==> config.mk <==
export PLATFORM = sky130hd
export DESIGN_NAME = dmem_bus_arbiter
export DESIGN_NICKNAME = d
export VERILOG_FILES = /design/src/rtl/dmem_bus_pkg.sv /design/src/rtl/rr_arbiter2.sv /design/src/rtl/dmem_bus_arbiter.sv
export SDC_FILE = /design/constraint.sdc
export NUM_CORES = 1
export LEC_CHECK = 0
export ABC_AREA = 1
export CORE_AREA = 2 2 125 127
export CTS_CLUSTER_SIZE = 8
export DETAILED_ROUTE_END_ITERATION = 8
export DIE_AREA = 0 0 127 129
export GPL_TIMING_DRIVEN = 1
export PLACE_DENSITY = 0.74
export SETUP_SLACK_MARGIN = 0.05
export SYNTH_ARGS = -nofsm -noshare
export SYNTH_HDL_FRONTEND = slang
export SYNTH_SLANG_ARGS = --single-unit
==> constraint.sdc <==
create_clock -name CLOCK_50 -period 5 [get_ports CLOCK_50]
set_input_delay 0.75 -clock CLOCK_50 [delete_from_list [all_inputs] [get_ports CLOCK_50]]
set_output_delay 0.75 -clock CLOCK_50 [all_outputs]
set_load 0.02 [all_outputs]
==> src/rtl/dmem_bus_pkg.sv <==
// Shared constants and types for the data-memory / I/O bus arbiter.
// Used by dmem_bus_arbiter and rr_arbiter2.
package dmem_bus_pkg;

    localparam logic [7:0]  ADDR_HEX  = 8'h00;
    localparam logic [7:0]  ADDR_LEDR = 8'h04;
    localparam logic [7:0]  ADDR_LEDG = 8'h08;
    localparam logic [7:0]  ADDR_KEY  = 8'h10;
    localparam logic [7:0]  ADDR_SW   = 8'h14;

    localparam logic [3:0]  IO_BASE_NIBBLE = 4'hF;
    localparam logic [31:0] UNMAPPED_RDATA = 32'hDEADBEEF;

    localparam int unsigned M_CPU = 0;
    localparam int unsigned M_LDR = 1;

    typedef enum logic [1:0] {
        TGT_DMEM  = 2'd0,
        TGT_IO    = 2'd1,
        TGT_UNMAP = 2'd2
    } tgt_e;

endpackage

==> src/rtl/rr_arbiter2.sv <==
// Two-way round-robin arbiter with a 1-bit priority pointer.
// Optional bus locking is compiled in with ARB_LOCK_EN.
module rr_arbiter2
    import dmem_bus_pkg::*;
(
    input  logic       clk_i,
    input  logic       rst_i,
    input  logic [1:0] req_i,
    input  logic [1:0] lock_i,
    output logic [1:0] gnt_o
);

    logic       prio_q, prio_d;
    logic [1:0] elig;

`ifdef ARB_LOCK_EN
    logic lock_act_q, lock_act_d;
    logic lock_own_q, lock_own_d;
`else
    logic [1:0] unused_lock;
    assign unused_lock = lock_i;
`endif

    always_comb begin
        elig = req_i;
`ifdef ARB_LOCK_EN
        if (lock_act_q) begin
            elig = req_i & (lock_own_q ? 2'b10 : 2'b01);
        end
`endif
        gnt_o = elig;
        if (elig == 2'b11) begin
            gnt_o = prio_q ? 2'b10 : 2'b01;
        end
    end

    // The loser of this grant becomes the favoured master.
    always_comb begin
        prio_d = prio_q;
        if (|gnt_o) begin
            prio_d = ~gnt_o[M_LDR];
        end
    end

`ifdef ARB_LOCK_EN
    // While locked only the owner can be granted, so any grant seen here
    // with the lock active belongs to the owner.
    always_comb begin
        lock_act_d = lock_act_q;
        lock_own_d = lock_own_q;
        if (lock_act_q && !req_i[lock_own_q]) begin
            lock_act_d = 1'b0;
        end
        if (|gnt_o) begin
            if (lock_i[gnt_o[M_LDR]]) begin
                lock_act_d = 1'b1;
                lock_own_d = gnt_o[M_LDR];
            end else if (lock_act_q) begin
                lock_act_d = 1'b0;
            end
        end
    end
`endif

    always_ff @(posedge clk_i) begin
        if (rst_i) begin
            prio_q <= 1'b0;
`ifdef ARB_LOCK_EN
            lock_act_q <= 1'b0;
            lock_own_q <= 1'b0;
`endif
        end else begin
            prio_q <= prio_d;
`ifdef ARB_LOCK_EN
            lock_act_q <= lock_act_d;
            lock_own_q <= lock_own_d;
`endif
        end
    end

endmodule

==> src/rtl/dmem_bus_arbiter.sv <==
// Shares the data bus between the CPU (M0) and the loader/debug port (M1),
// decoding each grant to DMEM, I/O or unmapped space. Locking: ARB_LOCK_EN.
module dmem_bus_arbiter
    import dmem_bus_pkg::*;
#(
    parameter int DBITS        = 32,
    parameter int DMEMADDRBITS = 13,
    parameter int DMEMWORDBITS = 2,
    parameter int DMEMWORDS    = 2048
) (
    input  logic                                 CLOCK_50,
    input  logic                                 RESET,
    input  logic [1:0]                           m_req,
    input  logic [1:0]                           m_we,
    input  logic [1:0]                           m_lock,
    input  logic [DBITS-1:0]                     m0_addr,
    input  logic [DBITS-1:0]                     m1_addr,
    input  logic [DBITS-1:0]                     m0_wdata,
    input  logic [DBITS-1:0]                     m1_wdata,
    output logic [1:0]                           m_gnt,
    output logic [1:0]                           m_rvalid,
    output logic [DBITS-1:0]                     m_rdata,
    output logic                                 mem_we,
    output logic [DMEMADDRBITS-DMEMWORDBITS-1:0] mem_addr,
    output logic [DBITS-1:0]                     mem_wdata,
    input  logic [DBITS-1:0]                     mem_rdata,
    output logic                                 io_we,
    output logic                                 io_re,
    output logic [7:0]                           io_addr,
    output logic [DBITS-1:0]                     io_wdata,
    input  logic [DBITS-1:0]                     io_rdata
);

    localparam logic [DBITS-1:0] DMEM_LIMIT = DBITS'(DMEMWORDS * 4);

    logic [1:0]       gnt;
    logic             gnt_any;
    logic             sel_m;
    logic [DBITS-1:0] sel_addr;
    logic [DBITS-1:0] sel_wdata;
    logic             sel_we;
    tgt_e             tgt;

    logic             rd_pend_q, rd_pend_d;
    logic             rd_owner_q, rd_owner_d;
    tgt_e             rd_src_q, rd_src_d;
    logic [DBITS-1:0] io_rd_q, io_rd_d;

    logic [DMEMADDRBITS-DMEMWORDBITS-1:0] mem_addr_q;
    logic [7:0]                           io_addr_q;
    logic [DBITS-1:0]                     wdata_q;

    // Nothing is accepted while reset is held.
    rr_arbiter2 u_arb (
        .clk_i  (CLOCK_50),
        .rst_i  (RESET),
        .req_i  (m_req & {2{~RESET}}),
        .lock_i (m_lock),
        .gnt_o  (gnt)
    );

    assign m_gnt   = gnt;
    assign gnt_any = |gnt;
    assign sel_m   = gnt[M_LDR];

    always_comb begin
        sel_addr  = sel_m ? m1_addr  : m0_addr;
        sel_wdata = sel_m ? m1_wdata : m0_wdata;
        sel_we    = m_we[sel_m];
    end

    always_comb begin
        tgt = TGT_UNMAP;
        if (sel_addr[DBITS-1 -: 4] == IO_BASE_NIBBLE) begin
            tgt = TGT_IO;
        end else if (sel_addr < DMEM_LIMIT) begin
            tgt = TGT_DMEM;
        end
    end

    // Unmapped writes fall through with no strobe.
    always_comb begin
        mem_we = gnt_any && sel_we && (tgt == TGT_DMEM);
        io_we  = gnt_any && sel_we && (tgt == TGT_IO);
        io_re  = gnt_any && !sel_we && (tgt == TGT_IO);
    end

    always_comb begin
        mem_addr  = mem_addr_q;
        io_addr   = io_addr_q;
        mem_wdata = wdata_q;
        io_wdata  = wdata_q;
        if (gnt_any) begin
            mem_addr  = sel_addr[DMEMADDRBITS-1:DMEMWORDBITS];
            io_addr   = sel_addr[7:0];
            mem_wdata = sel_wdata;
            io_wdata  = sel_wdata;
        end
    end

    always_comb begin
        rd_pend_d  = gnt_any && !sel_we;
        rd_owner_d = rd_owner_q;
        rd_src_d   = rd_src_q;
        io_rd_d    = io_rd_q;
        if (gnt_any && !sel_we) begin
            rd_owner_d = sel_m;
            rd_src_d   = tgt;
        end
        if (io_re) begin
            io_rd_d = io_rdata;
        end
    end

    always_ff @(posedge CLOCK_50) begin
        if (RESET) begin
            rd_pend_q  <= 1'b0;
            rd_owner_q <= 1'b0;
            rd_src_q   <= TGT_DMEM;
            io_rd_q    <= '0;
            mem_addr_q <= '0;
            io_addr_q  <= '0;
            wdata_q    <= '0;
        end else begin
            rd_pend_q  <= rd_pend_d;
            rd_owner_q <= rd_owner_d;
            rd_src_q   <= rd_src_d;
            io_rd_q    <= io_rd_d;
            if (gnt_any) begin
                mem_addr_q <= sel_addr[DMEMADDRBITS-1:DMEMWORDBITS];
                io_addr_q  <= sel_addr[7:0];
                wdata_q    <= sel_wdata;
            end
        end
    end

    // A read still pending when reset arrives must never be reported.
    always_comb begin
        m_rvalid = 2'b00;
        m_rdata  = '0;
        if (rd_pend_q && !RESET) begin
            m_rvalid = rd_owner_q ? 2'b10 : 2'b01;
            case (rd_src_q)
                TGT_DMEM: m_rdata = mem_rdata;
                TGT_IO:   m_rdata = io_rd_q;
                default:  m_rdata = DBITS'(UNMAPPED_RDATA);
            endcase
        end
    end

endmodule
== Word level (Yosys, flattened, before mapping) ==
Index checks and enable logic that the tools add are counted.

* Flip-flop bits (word level): 88
* Output and inout bits: 122
* Logic and storage cells: 43

* Multiplexer cells: 15
* Bitwise gates (word level): 3
* Equal/unequal tests: 4
* $lt $le $gt $ge: 2
* Reductions and logical operators: 11

{| class="wikitable"
|+ Operator list
! cell !! number
|-
| $mux W32 || 4
|-
| $pmux W32 S2 || 1
|-
| $lt A32 B14 Y1 const B || 1
|-
| $mux W2 || 6
|-
| $mux W11 || 1
|-
| $mux W8 || 1
|-
| $logic_and A1 B1 Y1 || 6
|-
| $eq A2 B1 Y1 const B || 2
|-
| $eq A4 B4 Y1 const B || 1
|-
| $logic_not A2 Y1 || 2
|-
| $and A2 B2 Y2 || 1
|-
| $eq A2 B2 Y1 const B || 1
|-
| $logic_not A1 Y1 || 2
|-
| $lt A1 B2 Y1 const B || 1
|-
| $mux W1 || 2
|-
| $not A1 Y1 || 2
|-
| $reduce_or A2 Y1 || 1
|}

== Longest topological paths before layout ==
* Depth after elaboration: 10
* Gate-level depth with buffers: 14

== Cells and area by module ==
A second synthesis with hierarchy kept.

* Cells, all modules: 725
* Area total of the unflattened synthesis: 4559.4 µm²

{| class="wikitable"
|+ By module, submodules not included
! module !! times used !! seq. area each (µm²) !! cells an instance !! area each (µm²)
|-
| dmem_bus_arbiter || 1 || 1741.7 || 714 || 4500.6
|-
| rr_arbiter2 || 1 || 20.0 || 11 || 58.8
|}

== Worst setup path after synthesis ==
Ideal clock, no wire load.

* Path type: input port to output port
* Start point: input port RESET
* End point: output port mem_wdata[20]
* Buffers on the path: 5
* Required time: 4.250 ns
* Arrival time: 2.326 ns
* Stages on the path: 10
* Slack: 1.924 ns
* Cells stage by stage: buf_4 > nor2_8 > nand2_4 > buf_6 > inv_2 > buf_4 > buf_4 > nand2_1 > a21oi_1 > buf_4

* Longest elaborated chain between the ends: 6
* Elaborated cells between the ends (all ways): 7

{| class="wikitable"
|+ RTL lines
! item !! line !! source
|-
| from (decl) || dmem_bus_arbiter.sv:12 || <nowiki>input logic RESET,</nowiki>
|-
| $not A1 Y1 * || dmem_bus_arbiter.sv:57 || <nowiki>.req_i (m_req & {2{~RESET}}),</nowiki>
|-
| $and A2 B2 Y2 * || dmem_bus_arbiter.sv:57 ||
|-
| $eq A2 B2 Y1 || rr_arbiter2.sv:32 || <nowiki>if (elig == 2'b11) begin</nowiki>
|-
| $mux W2 * || rr_arbiter2.sv:32 ||
|-
| $mux W32 or $reduce_or A2 Y1 (tied branches) || dmem_bus_arbiter.sv:68, dmem_bus_arbiter.sv:63 ||
|-
| $mux W32 * || -- ||
|-
| to (decl) || dmem_bus_arbiter.sv:25 || <nowiki>output logic [DBITS-1:0] mem_wdata,</nowiki>
|}

Every way passes the cells marked *; elsewhere a longest branch is shown, timed or not.

== Worst setup path in the final report ==
* Start point: input port RESET
* End point: output port io_wdata[7]

* Longest elaborated chain between the ends: 6
* Elaborated cells between the ends (all ways): 7

{| class="wikitable"
|+ RTL lines
! item !! line !! source
|-
| $not A1 Y1 * || dmem_bus_arbiter.sv:57 ||
|-
| $and A2 B2 Y2 * || dmem_bus_arbiter.sv:57 ||
|-
| $eq A2 B2 Y1 || rr_arbiter2.sv:32 ||
|-
| $mux W2 * || rr_arbiter2.sv:32 ||
|-
| $mux W32 or $reduce_or A2 Y1 (tied branches) || dmem_bus_arbiter.sv:68, dmem_bus_arbiter.sv:63 ||
|-
| $mux W32 * || -- ||
|-
| to (decl) || dmem_bus_arbiter.sv:30 || <nowiki>output logic [DBITS-1:0] io_wdata,</nowiki>
|}

Marks and branches as above.

==> results by stage <==
Synthesis:
- The most instantiated flip-flop cell in the synthesis netlist is sky130_fd_sc_hd__dfxtp_1.
- The synthesized netlist occupies a cell area of 4841 sq um.
- Synthesis instantiated 25 different standard cells from the library.
- The Yosys step of the flow raised 0 warnings.
- The most numerous cell in the Yosys netlist is sky130_fd_sc_hd__nand2_1.
- The flip-flop and latch count after synthesis is 88.
- The total nets after synthesis is 950.
- The sequential fraction of the synthesis area is 0.3639.
- By count the netlist is led by sky130_fd_sc_hd__nand2_1 (177), sky130_fd_sc_hd__nor2_1 (164), sky130_fd_sc_hd__a21oi_1 (102).
- Synthesis produced a netlist whose cell count is 750.
- Ranked by total cell area, the synthesized netlist is headed by sky130_fd_sc_hd__dfxtp_1 (36%), sky130_fd_sc_hd__nand2_1 (14%), sky130_fd_sc_hd__nor2_1 (13%), sky130_fd_sc_hd__a21oi_1 (11%), sky130_fd_sc_hd__buf_4 (5.4%).
- The most area-hungry cell type in the Yosys netlist is sky130_fd_sc_hd__dfxtp_1.
- Counting flops with an async set or reset pin after synthesis yields a share of 0.
- The synthesized area per cell is 6.455 sq um.
- The number of synthesized flops with an enable pin is 0.
- Of the post-synthesis cell area, the dominant cell type holds 0.3639.

Floorplan:
- The area of the core region is 14980 sq um.
- Row generation in the floorplan step produced 45 rows.
- The boundary pin count is 322.
- The floorplan step set the die width to 127 um.
- The y dimension of the die is 129 um.
- The overall die area is 16380 sq um.
- The starting density of the core is 0.3232.

Critical path:
- The cell family contributing the most delay on the critical path is buffers and inverters.
- The maximum cell stage delay along the critical path is 0.68 ns.
- Along the worst path, the maximum fanout reaches 43.
- Traced cell by cell, the critical path runs through clkdlybuf4s50_1, nor2_8, nor2_4, buf_4, a21oi_1, a21oi_1, clkdlybuf4s50_1.
- The count of buffering cells on the critical path with inverters included is 3.
- In this run the critical register-to-register path is captured at io_rd_q[9].
- For the worst setup path, the data required time is 4.25 ns.
- The critical path in this run is classified as primary input to primary output.
- The cell with the largest stage delay on the worst path is sky130_fd_sc_hd__clkdlybuf4s50_1.
- STA classifies the critical path startpoint as a primary input.
- The arrival time at the worst endpoint is 3.49 ns.
- The worst register-to-register path has a setup slack of 2.50 ns.
- The worst register-to-register path has a depth of 12.
- The source of the worst register-to-register timing path is u_arb.prio_q.
- The logic depth of the worst path, buffers included is 7.
- The type of element capturing the critical path is a primary output.

Clock tree:
- After clock tree synthesis, the clock-pin slew on the worst setup and hold paths is 0.07 ns.
- The clock latency on the worst-skew pair is 0.34 ns.
- Clock tree synthesis selected as its root buffer the cell sky130_fd_sc_hd__clkbuf_16.
- Buffers inserted during clock tree synthesis total 9.
- The number of buffers added for setup after CTS is 0.
- The maximum level of the CTS H-tree is 3.
- Once the clock tree was built, the resizer swapped 0 gates to a different size.
- TritonCTS built the clock tree.
- For this design, the CTS-stage hold fixing added 0 buffers.
- The clock drives 88 sinks.
- The clock tree buffer depth is 2.

Routing:
- Wires add up to 16810 um.
- The routed via count divided by cell count is 4.551.
- The count of nets left with antenna violations once routing finished came out at 0.
- In the final routed layout, each cell accounts on average for 13.94 um.
- The detailed-route via count is 5489.
- After detailed routing, the number of remaining DRC violations is 0.
- The DRC violation total after the first TritonRoute iteration is 275.
- The number of iterations in the first detailed-routing pass is 4.

Pwr:
- The switching fraction of total power is 0.2922.
- The fraction of power consumed by combinational cells is 0.318.
- VDD sags by at most 182.5 uV.
- The share of total power in sequential cells is 0.343.
- The design draws 2.196 mW.
- The share of total power dissipated in the clock network is 0.339.
- The power density of the placed cells is 267.6 nW/um^2.
- The static leakage is 3.458 nW.
- The internal power component is 1.554 mW.
- The net switching power of the design is 641.5 uW.

Layout:
- The proportion of layout cells with a drive suffix above 1 is 0.03831.
- The cell area after layout is 8205 sq um.
- The antenna diode count is 0.
- Relative to the synthesized area, the layout overhead comes to 69.50%.
- After the last flow step, the layout net total stands at 1213.

Worst hold path:
- The type of the tightest min-delay check is flip-flop to flip-flop.
- The worst min-delay path endpoint is io_addr_q[6].
- The worst hold path passes through 2 cells.
- The startpoint identified for the worst hold timing path is io_addr_q[6].

Timing:
- Measured against its own limit, the worst slew margin works out to 0.2328.
- Dividing the final minimum period by the clock period gives 0.8471.
- Across all hold checks on the routed design, the worst slack comes to 0.4799 ns.
- The setup violation total in the final timing report is 0.
- The final worst slack is 0.7646 ns.
- Setup repair after global routing left no endpoint under its margin.
- The worst clock skew is 0.005031 ns.
- The clock period minus worst slack is 4.235 ns.
- Static timing analysis puts the maximum clock frequency at 0.2361 GHz.
- The final-report max-slew violation count is 0.
- The total count of hold-check failures in the final report came to 0.
- The final-layout setup total negative slack is 0 ns.
- The actual slew at the worst max-slew pin is 1.150 ns.

Run:
- The count of max-cap constraint violations is 0.

Global routing:
- The via count of the first global-routing pass was 5091.
- The busiest layer in global routing is met2.
- Entering global routing, the biggest net connects 72 pins.
- The met2 track utilization from global routing is 0.3425.
- The wire length of the first global-routing pass is 25520 um.
- The met1 global-route usage is 0.2239.
- The initial antenna violation count was 0.
- The leftover overflow at the end of global routing is 0.
- For this run, the total global-route usage over all layers was measured as 0.1964.
- The met3 global-route usage is 0.07152.

Run status:
- The run finished with clean final reports.

Placement:
- The placed instances occupy a cell area of 7874 sq um.
- At the end of routability-driven placement, the weighted congestion stood at 0.7900.
- The number of buffers inserted by port buffering is 319.
- The setup slack at placement is 0.7257 ns.
- Once detailed placement completed, the half-perimeter wirelength came to 12270 um.
## tightest hold or removal path, delay by kind of cell (launching register included)
kind            cells  cell delay (ns)
compound gates      1             0.06
simple gates        1             0.07
flops               1             0.30
## power groups by stage
stage | logic [mW] | registers [mW] | clock network [mW]
6_report | 0.699 | 0.753 | 0.744
2_1_floorplan | 0.359 | 0.765 | 0
3_5_place_dp | 0.700 | 0.769 | 0
5_1_grt | 0.752 | 0.757 | 0.792
3_3_place_gp | 0.698 | 0.767 | 0
4_1_cts | 0.705 | 0.753 | 0.767
## through the flow
step                      instances  utilization
after floorplan                 750            -
after global placement         1190       0.5257
after detailed placement       1190       0.5257
after CTS                      1206       0.5479
after global routing           1206       0.5479
final                          1206       0.5479
## worst max path at each step
| stage | end | from | slack (ns) |
|---|---|---|---|
| global route | mem_wdata[2] | RESET | 0.58 |
| global placement | io_wdata[7] | RESET | 0.76 |
| floorplan | mem_wdata[20] | RESET | 1.92 |
| CTS | io_wdata[7] | RESET | 0.73 |
| finish | io_wdata[7] | RESET | 0.76 |
| detailed placement | io_wdata[7] | RESET | 0.73 |
## layout by cell type, fill, tap and decap left out
cell type	count
sky130_fd_sc_hd__a211oi_1	24
sky130_fd_sc_hd__a21oi_1	102
sky130_fd_sc_hd__and2_1	39
sky130_fd_sc_hd__buf_4	10
sky130_fd_sc_hd__bufinv_16	2
sky130_fd_sc_hd__clkbuf_16	9
sky130_fd_sc_hd__clkbuf_8	1
sky130_fd_sc_hd__clkdlybuf4s50_1	319
sky130_fd_sc_hd__clkinv_4	2
sky130_fd_sc_hd__clkinvlp_4	2
sky130_fd_sc_hd__dfxtp_1	88
sky130_fd_sc_hd__inv_1	46
sky130_fd_sc_hd__inv_2	4
sky130_fd_sc_hd__nand2_1	177
sky130_fd_sc_hd__nand2_2	3
sky130_fd_sc_hd__nand2_4	1
sky130_fd_sc_hd__nand3_1	5
sky130_fd_sc_hd__nand3b_1	4
sky130_fd_sc_hd__nand4_1	1
sky130_fd_sc_hd__nor2_1	163
sky130_fd_sc_hd__nor2_2	1
sky130_fd_sc_hd__nor2_4	2
sky130_fd_sc_hd__nor2_8	1
sky130_fd_sc_hd__nor3_1	2
sky130_fd_sc_hd__o211ai_1	1
sky130_fd_sc_hd__o211ai_2	1
sky130_fd_sc_hd__o21ai_0	8
## per-layer routing
layer	vias up	wire [um]
li1	2842	-
met2	228	8002
met4	0	275
met3	19	1681
met5	-	0
met1	2400	6848
## logic make-up after synthesis
family,count (synthesis),share of synthesized area
AO/OA/AOI/OAI,136,0.1551
buffers and inverters,127,0.1375
flip-flops,88,0.3639
AND/OR/NAND/NOR,399,0.3435
## state kept, by name, summed over array words and instances (netlist names)
register	flops
io_addr_q	8
rd_src_q	2
rd_pend_q	1
rd_owner_q	1
wdata_q	32
u_arb.prio_q	1
io_rd_q	32
mem_addr_q	11
## layout make-up
| class | count | area, sq um |
|---|---|---|
| fillers | 1443 | 6771 |
| repair buffers | 329 | 3268 |
| multi-input cells | 535 | 2421 |
| flip-flops and latches | 88 | 1762 |
| clock buffers | 10 | 239.0 |
| well taps | 188 | 235.2 |
| inverters | 50 | 187.7 |
| clock inverters | 6 | 92.59 |
Note: power is estimated with default switching activity, not from simulation.
